==> src/rtl/pipe_stage_reg_if.sv <==
// Valid/ready stream carrying one packed pipeline-stage bundle between two stages.
// The producer side uses the master modport and the consumer side uses the slave modport.
interface pipe_stage_reg_if #(
  parameter int W = 74
);
  logic         valid;
  logic         ready;
  logic [W-1:0] data;

  modport master (
    output valid,
    output data,
    input  ready
  );

  modport slave (
    input  valid,
    input  data,
    output ready
  );
endinterface

==> src/rtl/pipe_stage_reg.sv <==
// Pipeline-boundary register: registered valid/ready stage with an optional
// 2-entry skid buffer and a synchronous flush of everything it holds.
module pipe_stage_reg #(
  parameter int           W              = 74,
  parameter bit           SKID           = 1'b1,
  parameter logic [W-1:0] RESET_VAL      = '0,
  parameter bit           CLEAR_ON_FLUSH = 1'b1
) (
  input  logic             clk,
  input  logic             reset,
  input  logic             flush,
  pipe_stage_reg_if.slave  up,
  pipe_stage_reg_if.master down,
  output logic [1:0]       occupancy
);

  logic         main_valid;
  logic         main_valid_nxt;
  logic [W-1:0] main_data;
  logic [W-1:0] main_data_nxt;
  logic         skid_valid;
  logic         skid_valid_nxt;
  logic [W-1:0] skid_data;
  logic         skid_load;
  logic         ready;
  logic         accept;
  logic         issue;

  // With a skid entry, ready comes straight from a flop, so out_ready never
  // reaches in_ready combinationally; without one, ready looks through.
  assign ready  = SKID ? ~skid_valid : (down.ready | ~main_valid);
  assign accept = up.valid & ready;
  assign issue  = main_valid & down.ready;

  always_comb begin
    // NOTE: every next-state signal gets a default first, so no path through
    // the branches below leaves one unassigned and infers a latch.
    main_valid_nxt = main_valid;
    main_data_nxt  = main_data;
    skid_valid_nxt = skid_valid;
    skid_load      = 1'b0;

    if (flush) begin
      main_valid_nxt = 1'b0;
      skid_valid_nxt = 1'b0;
      if (CLEAR_ON_FLUSH) begin
        main_data_nxt = RESET_VAL;
      end
    end else if (!main_valid) begin
      if (accept) begin
        main_valid_nxt = 1'b1;
        main_data_nxt  = up.data;
      end
    end else if (issue) begin
      if (skid_valid) begin
        main_data_nxt  = skid_data;
        skid_valid_nxt = 1'b0;
      end else if (accept) begin
        main_data_nxt  = up.data;
      end else begin
        main_valid_nxt = 1'b0;
      end
    end else if (SKID && accept) begin
      skid_valid_nxt = 1'b1;
      skid_load      = 1'b1;
    end
  end

  // NOTE: state flops use non-blocking assignments so every flop samples the
  // pre-edge values regardless of statement order.
  always_ff @(posedge clk or negedge reset) begin
    if (!reset) begin
      main_valid <= 1'b0;
      main_data  <= RESET_VAL;
      skid_valid <= 1'b0;
    end else begin
      main_valid <= main_valid_nxt;
      main_data  <= main_data_nxt;
      skid_valid <= skid_valid_nxt;
    end
  end

  // NOTE: the skid payload carries no reset; it is only read while
  // skid_valid is set, and skid_valid itself is reset.
  always_ff @(posedge clk) begin
    if (skid_load) begin
      skid_data <= up.data;
    end
  end

  assign up.ready   = ready;
  assign down.valid = main_valid;
  assign down.data  = main_data;
  assign occupancy  = {1'b0, main_valid} + {1'b0, skid_valid};

endmodule

==> src/flat_wrapper.sv <==
// flat-port wrapper written by rule: the top's interface ports become plain ports
module pipe_stage_reg_flat 
#(
  parameter int           W              = 74,
  parameter bit           SKID           = 1'b1,
  parameter logic [W-1:0] RESET_VAL      = '0,
  parameter bit           CLEAR_ON_FLUSH = 1'b1
)
  (clk, reset, flush, occupancy, up_valid, up_data, up_ready, down_valid, down_data, down_ready);
  pipe_stage_reg_if #(.W(W)) up_i ();
  pipe_stage_reg_if #(.W(W)) down_i ();
  input  logic clk;
  input  logic reset;
  input  logic flush;
  output logic [1:0] occupancy;
  input wire logic [$bits(up_i.valid)-1:0] up_valid;
  input wire logic [$bits(up_i.data)-1:0] up_data;
  output wire logic [$bits(up_i.ready)-1:0] up_ready;
  output wire logic [$bits(down_i.valid)-1:0] down_valid;
  output wire logic [$bits(down_i.data)-1:0] down_data;
  input wire logic [$bits(down_i.ready)-1:0] down_ready;
  assign up_i.valid = up_valid;
  assign up_i.data = up_data;
  assign up_ready = up_i.ready;
  assign down_valid = down_i.valid;
  assign down_data = down_i.data;
  assign down_i.ready = down_ready;
  pipe_stage_reg #(.W(W), .SKID(SKID), .RESET_VAL(RESET_VAL), .CLEAR_ON_FLUSH(CLEAR_ON_FLUSH)) u_core (.clk(clk), .reset(reset), .flush(flush), .up(up_i), .down(down_i), .occupancy(occupancy));
endmodule
==> config.mk <==
export PLATFORM = sky130hd
export DESIGN_NAME = pipe_stage_reg_flat
export DESIGN_NICKNAME = d
export VERILOG_FILES = /design/src/rtl/pipe_stage_reg_if.sv /design/src/rtl/pipe_stage_reg.sv /design/src/flat_wrapper.sv
export SDC_FILE = /design/constraint.sdc
export NUM_CORES = 1
export LEC_CHECK = 0
export CORE_ASPECT_RATIO = 0.6
export CORE_UTILIZATION = 25
export CTS_CLUSTER_SIZE = 40
export DETAILED_ROUTE_END_ITERATION = 10
export PLACE_DENSITY = 0.54
export SKIP_LAST_GASP = 1
export SYNTH_ARGS = -nofsm -noshare
export SYNTH_HDL_FRONTEND = slang
export SYNTH_SLANG_ARGS = --single-unit
==> constraint.sdc <==
create_clock -name clk -period 22 [get_ports clk]
set_input_delay 3.3 -clock clk [delete_from_list [all_inputs] [get_ports clk]]
set_output_delay 3.3 -clock clk [all_outputs]
set_load 0.05 [all_outputs]
==> metrics.md, run 1 <==
| Metric | Value |
|---|---|
| CTS tree | `yes` |
| Warning count from the yosys run | `0` |
| Sw Ratio | `0.2642` |
| Portion of the clock cycle consumed by the worst path in the final layout | `0.2525` |
| Area taken by flip-flops and latches | `4124 um2` |
| Fraction of power consumed by sequential logic | `0.426` |
| Post-cts gate resize count | `0` |
| Initial antenna violation count | `0` |
| Worst setup path class | `in -> reg` |
| Count of input and output buffers | `156` |
| Number of vias in the routed layout | `4733` |
| Top FF cell, synth | `sky130_fd_sc_hd__dfrtp_1` |
| Category of the worst setup path launch point | `input port` |
| CP Data Arrival Time | `5820 ps` |
| Top post-synthesis cells by count | `sky130_fd_sc_hd__dfrtp_1, sky130_fd_sc_hd__o21ai_0, sky130_fd_sc_hd__edfxtp_1, sky130_fd_sc_hd__a32oi_1, sky130_fd_sc_hd__o22ai_1` |
| Proportion of register bits with asynchronous set or reset after synthesis | `0.5067` |
| Areal power density over the cells | `88.27 nW/um2` |
| Count of mapped cells out of synthesis | `439` |
| Max-Cap Viols | `0` |
| Via count of the first global-routing pass | `4734` |
| Leak | `2.871 nW` |
| Peak supply drop | `0.04381 mV` |
| Count of inserted antenna diode cells | `0` |
| Largest area contributor in the synthesized netlist | `sky130_fd_sc_hd__edfxtp_1` |
| Relative contribution of the clock network to total power | `0.416` |
| Synth Register Bits | `150` |
| Switching power summed over all nets | `0.0001955 W` |
| Main area contributors after synthesis | `sky130_fd_sc_hd__edfxtp_1, sky130_fd_sc_hd__dfrtp_1, sky130_fd_sc_hd__a32oi_1, sky130_fd_sc_hd__o22ai_1, sky130_fd_sc_hd__o21ai_0` |
| Wire length of the first global-routing pass | `27.54 mm` |
| Number of cell rows | `43` |
| Critical Path Max Stage Delay | `700 ps` |
| Number of detailed-route iterations in the first pass | `4` |
| Hold Violations, Final | `0` |
| Cell occurring most often along the worst timing path | `sky130_fd_sc_hd__buf_4` |
| Internal power of the cells | `0.0005444 W` |
| Area inside the core boundary | `23350 um2` |
| Setup crit end kind | `flip-flop` |
| Worst slew pin tran | `1069 ps` |
| Total negative slack | `0 ps` |
| Die X-Extent | `202.3 um` |
| Count of unresolved DRC violations after routing | `0` |
| Result of the run | `finished, final reports clean` |
| Final nets | `653` |
| Max H-tree Level | `4` |
| Final critical delay including setup and external delays | `5555 ps` |
| Area of combinational cells with multiple inputs | `1620 um2` |
| Number of library cell types mapped by synthesis | `26` |
| DRT Wirelength | `18.06 mm` |
| I/O pin count | `157` |
| Unrepaired setup endpoints after global routing | `no` |
| CTS Root Buffer Type | `sky130_fd_sc_hd__clkbuf_16` |
| Wire length per cell after detailed routing | `20.05 um` |
| Total standard cell area after synthesis | `6016 um2` |
| Final cell utilization of the core | `0.3590` |
| Syn_nets | `519` |
| Die area | `24710 um2` |
| Clk Latency, worst-skew pair | `420 ps` |
| Count of flip-flops with a built-in enable after synthesis | `74` |
| Slowest cell on the critical path | `sky130_fd_sc_hd__buf_4` |
| Vertical extent of the die | `122.2 um` |
| Layout cell share with drive strength beyond 1 | `0.07850` |
| TritonCTS Buffers | `17` |
| Sequential share of the synthesized area | `0.6855` |
| Critical Path, Cell by Cell | `buf_2 -> buf_4 -> nand2b_1 -> o21bai_4 -> buf_4 -> o22ai_1` |
| Final antenna-violating net count | `0` |
| Count of clock tree sinks | `150` |
| Count of final max-slew check failures | `0` |
| RePlAce Congestion | `0.7602` |
| Count leader, synth | `sky130_fd_sc_hd__dfrtp_1` |
| CTS hold repair buffers | `0` |
| HPWL after detailed placement | `10.56 mm` |
| Postcts setup bufs | `0` |
| Required time at the worst-slack endpoint | `22270 ps` |
| Number of setup violations in the final report | `0` |
| Max-slew headroom | `0.2875` |
| Portion of synthesized cell area occupied by the leading cell type | `0.3694` |
| Largest driver fanout on the critical path | `75` |
| Pin count of the biggest net entering global routing | `77` |
| Filler cells | `2272` |
| DR iter-0 viols | `392` |
| Routed vias/inst | `5.253` |
| Overall routing resource usage | `0.1471` |
| Worst hold-check path type | `reg -> reg` |
| Setup skew after layout | `9.437 ps` |
| Comb power frac | `0.158` |
| Synthesized area per cell | `13.70 um2` |
| Overflow left after global routing | `0` |
| Area Growth Syn to Fin | `39.33%` |
| CTS clock-pin slew for the worst setup and hold paths | `60 ps` |
| Initial Util | `0.2576` |
| Max Buffers Root-to-Sink | `2` |
| Max Freq | `0.1800 GHz` |
## worst max-delay path, delay by kind of cell
family | cells | cell delay [ps]
buffers and inverters | 3 | 1390
AO/OA/AOI/OAI | 2 | 760
AND/OR/NAND/NOR | 1 | 290
## per-layer routing
metal / share of wire / vias to the layer above / global-route usage
met4: 0.0059 / 0 / 0.04088
li1: - / 2087 / -
met3: 0.076 / 11 / 0.04682
met5: 0 / - / 0
met1: 0.46 / 2419 / 0.2030
met2: 0.45 / 216 / 0.2211
## state kept, by name (all words and copies together) (netlist names)
signal             cells
u_core.down.data      74
u_core.down.valid      1
u_core.skid_data      74
u_core.skid_valid      1
## power by group through the flow
stage	logic [W]	clock network, W	registers, W
after global placement	0.000116	0	0.000320
after global routing	0.000123	0.000327	0.000317
final	0.000117	0.000308	0.000315
after floorplan	0.0000335	0	0.000355
after detailed placement	0.000118	0	0.000321
after CTS	0.000118	0.000317	0.000315
## final timing paths
kind / cells past startpoint / end / slack (ps) / start
max: 6 / u_core.down.data[36] / 16450 / up_valid
min in group asynchronous: 1 / u_core.down.data[48] / 3080 / reset
min: 2 / u_core.down.data[37] / 560 / u_core.down.data[37]
min reg2reg: 2 / u_core.down.data[37] / 560 / u_core.down.data[37]
max in group asynchronous: 1 / u_core.down.data[18] / 18230 / reset
max reg2reg: 4 / u_core.down.data[36] / 19610 / u_core.skid_valid
## per-stage QoR
| step | power (W) | cells | cell area, um2 | worst slack (ps) | hold WS (ps) |
|---|---|---|---|---|---|
| after floorplan | 0.0003885 | 439 | 6016 | 10650 | 533.1 |
| after global placement | 0.0004365 | 869 | 7760 | 16030 | 547.5 |
| after detailed placement | 0.0004382 | 869 | 7760 | 15960 | 551.2 |
| after CTS | 0.0007499 | 901 | 8382 | 16420 | 563.7 |
| after global routing | 0.0007667 | 901 | 8382 | 16260 | 594.3 |
| final | 0.0007398 | 901 | 8382 | 16450 | 561.5 |
## final cells by class
| class | instances | share of cell area |
|---|---|---|
| multi-input combinational | 238 | 0.1933 |
| timing repair buffer | 164 | 0.1926 |
| sequential | 150 | 0.4920 |
| clock buffer | 25 | 0.06031 |
| clock inverter | 7 | 0.01388 |
| tap | 315 | 0.04702 |
| inverter | 2 | 0.0008957 |
## logic make-up (layout without fill, tap and decap cells)
logic type,count (synthesis),after routing,synth area share
compound gates,226,226,0.2504
flops,150,150,0.6855
buf+inv,51,198,0.04825
simple gates,10,10,0.01206
fa+ha+maj,1,1,0.002080
mux,1,1,0.001664
## layout by cell type (no fill, tap or decap), types with 2 or more instances in the layout
master                            synthesis  final
sky130_fd_sc_hd__a21oi_1                  2      2
sky130_fd_sc_hd__a221oi_1                 2      2
sky130_fd_sc_hd__a32oi_1                 73     73
sky130_fd_sc_hd__buf_4                    3      9
sky130_fd_sc_hd__bufinv_16                0      3
sky130_fd_sc_hd__clkbuf_1                20      3
sky130_fd_sc_hd__clkbuf_16                0     17
sky130_fd_sc_hd__clkbuf_8                 0      5
sky130_fd_sc_hd__clkdlybuf4s50_1          0    154
sky130_fd_sc_hd__clkinv_2                 0      2
sky130_fd_sc_hd__dfrtp_1                 76     76
sky130_fd_sc_hd__edfxtp_1                74     74
sky130_fd_sc_hd__nand2b_1                 2      2
sky130_fd_sc_hd__o21ai_0                 75     75
sky130_fd_sc_hd__o22ai_1                 73     73
Note: power is estimated with default switching activity, not from simulation.
==> run 2, diff against run 1 <==
Clock period 22 ns to 5.8 ns, I/O delays scaled along.
==> metrics.md, run 2 (same netlist as run 1, synthesis figures left out) <==
| Metric | Value |
|---|---|
| Result of the run | `finished, final reports clean` |
| Final nets | `653` |
| Max-slew headroom | `0.2915` |
| Count of unresolved DRC violations after routing | `0` |
| HPWL after detailed placement | `11.12 mm` |
| I/O pin count | `157` |
| Worst Setup Slack, final | `2617 ps` |
| Clk Latency, worst-skew pair | `420 ps` |
| Portion of the clock cycle consumed by the worst path in the final layout | `0.5488` |
| TritonCTS Buffers | `17` |
| Wire length per cell after detailed routing | `20.76 um` |
| Worst hold-check path type | `reg -> reg` |
| Count of inserted antenna diode cells | `0` |
| Count of final max-slew check failures | `0` |
| Layout cell share with drive strength beyond 1 | `0.08191` |
| Area Growth Syn to Fin | `39.66%` |
| Largest driver fanout on the critical path | `75` |
| Wire length of the first global-routing pass | `29.25 mm` |
| DR iter-0 viols | `460` |
| Setup crit end kind | `flip-flop` |
| Leak | `2.873 nW` |
| Launching element of the worst setup path | `up_valid` |
| Unrepaired setup endpoints after global routing | `no` |
| Number of vias in the routed layout | `4824` |
| Overall routing resource usage | `0.1568` |
| Areal power density over the cells | `336.6 nW/um2` |
| DRT Wirelength | `18.71 mm` |
| Die area | `24710 um2` |
| Required time at the worst-slack endpoint | `6060 ps` |
| Initial Util | `0.2576` |
| Final antenna-violating net count | `0` |
| Worst R2R Path Depth | `4` |
| Most common cell after layout, fill and taps aside | `sky130_fd_sc_hd__clkdlybuf4s50_1` |
| Worst slew pin tran | `1063 ps` |
| Setup Slack @ Placement | `2251 ps` |
| Area inside the core boundary | `23350 um2` |
| CP Data Arrival Time | `3440 ps` |
| Final Total Pwr | `0.002828 W` |
| Area of combinational cells with multiple inputs | `1629 um2` |
| Post-cts gate resize count | `0` |
| Max-Cap Viols | `0` |
| Die X-Extent | `202.3 um` |
| Final critical delay including setup and external delays | `3183 ps` |
| Via count of the first global-routing pass | `4777` |
| Filler cells | `2273` |
| Worst setup path class | `in -> reg` |
| Max H-tree Level | `4` |
| Count of input and output buffers | `156` |
| Most frequent cells in the layout | `sky130_fd_sc_hd__clkdlybuf4s50_1, sky130_fd_sc_hd__dfrtp_1, sky130_fd_sc_hd__o21ai_0, sky130_fd_sc_hd__edfxtp_1` |
| CTS hold repair buffers | `0` |
| Total negative slack | `0 ps` |
| Max Freq | `0.3142 GHz` |
| Category of the worst setup path launch point | `input port` |
| CTS tree | `yes` |
| Initial antenna violation count | `0` |
| Number of detailed-route iterations in the first pass | `5` |
| Vertical extent of the die | `122.2 um` |
| Area taken by flip-flops and latches | `4124 um2` |
| Flop2flop setup slack | `3360 ps` |
| Overflow left after global routing | `0` |
| Routed vias/inst | `5.354` |
| Peak supply drop | `0.1642 mV` |
| Setup skew after layout | `8.056 ps` |
| RePlAce Congestion | `0.7654` |
| CP Capture Point | `u_core.down.data[33]` |
| Count of clock tree sinks | `150` |
| Number of cell rows | `43` |
| Hold Violations, Final | `0` |
| Final cell utilization of the core | `0.3598` |
| Postcts setup bufs | `0` |
| Pin count of the biggest net entering global routing | `77` |
| Startpoint of the worst-slack reg-to-reg timing path | `u_core.skid_valid` |
| Max Buffers Root-to-Sink | `2` |
| CTS Root Buffer Type | `sky130_fd_sc_hd__clkbuf_16` |
| CTS clock-pin slew for the worst setup and hold paths | `60 ps` |
| Number of setup violations in the final report | `0` |
| End of the worst register-to-register path | `u_core.down.data[33]` |
run 2: worst max-delay path, stage by stage:
cell and delay [ps]:
sky130_fd_sc_hd__buf_2 80, sky130_fd_sc_hd__buf_4 710, sky130_fd_sc_hd__nand2b_1 310, sky130_fd_sc_hd__o21bai_4 630
sky130_fd_sc_hd__buf_4 610, sky130_fd_sc_hd__o22ai_1 170
run 2: routing by layer:
metal	part of all wire	up-vias	routed length [um]	track usage
met5	0	-	0	0
met4	0.0096	0	180	0.04464
met3	0.077	20	1434	0.04762
met2	0.44	249	8156	0.2164
met1	0.48	2466	8936	0.2328
li1	-	2089	-	-
run 2: how the worst min path moves through the flow:
stage | from | end | slack [ps] | depth (start not counted)
2_1_floorplan | u_core.skid_data[72] | u_core.down.data[72] | 530 | 2
3_3_place_gp | u_core.skid_data[4] | u_core.down.data[4] | 550 | 2
3_5_place_dp | u_core.down.data[70] | u_core.down.data[70] | 550 | 2
4_1_cts | u_core.down.data[17] | u_core.down.data[17] | 560 | 2
5_1_grt | u_core.down.data[17] | u_core.down.data[17] | 580 | 2
6_report | u_core.down.data[0] | u_core.down.data[0] | 560 | 2
run 2: final cells by class:
| cell class | instances | share of cell area |
|---|---|---|
| Clock buffer | 20 | 0.05436 |
| Clock inverter | 12 | 0.02100 |
| Inverter | 2 | 0.0008935 |
| Multi-Input combinational cell | 238 | 0.1939 |
| Sequential cell | 150 | 0.4908 |
| Tap cell | 315 | 0.04691 |
| Timing Repair Buffer | 164 | 0.1921 |
run 2: metrics by stage:
| step | instances | area (um2) | hold WS, ps |
|---|---|---|---|
| 2_1_floorplan | 439 | 6022 | 533.1 |
| 3_3_place_gp | 869 | 7769 | 548.2 |
| 3_5_place_dp | 869 | 7769 | 550.6 |
| 4_1_cts | 901 | 8402 | 564.7 |
| 5_1_grt | 901 | 8402 | 578.5 |
| 6_report | 901 | 8402 | 565.0 |
run 2: power by group:
| group | total (W) | switching [W] | internal (W) | leakage, nW |
|---|---|---|---|---|
| sequential | 0.00120 | 0.0000321 | 0.00117 | 1.69 |
| combinational | 0.000448 | 0.000284 | 0.000163 | 0.882 |
| clock | 0.00118 | 0.000440 | 0.000743 | 0.306 |
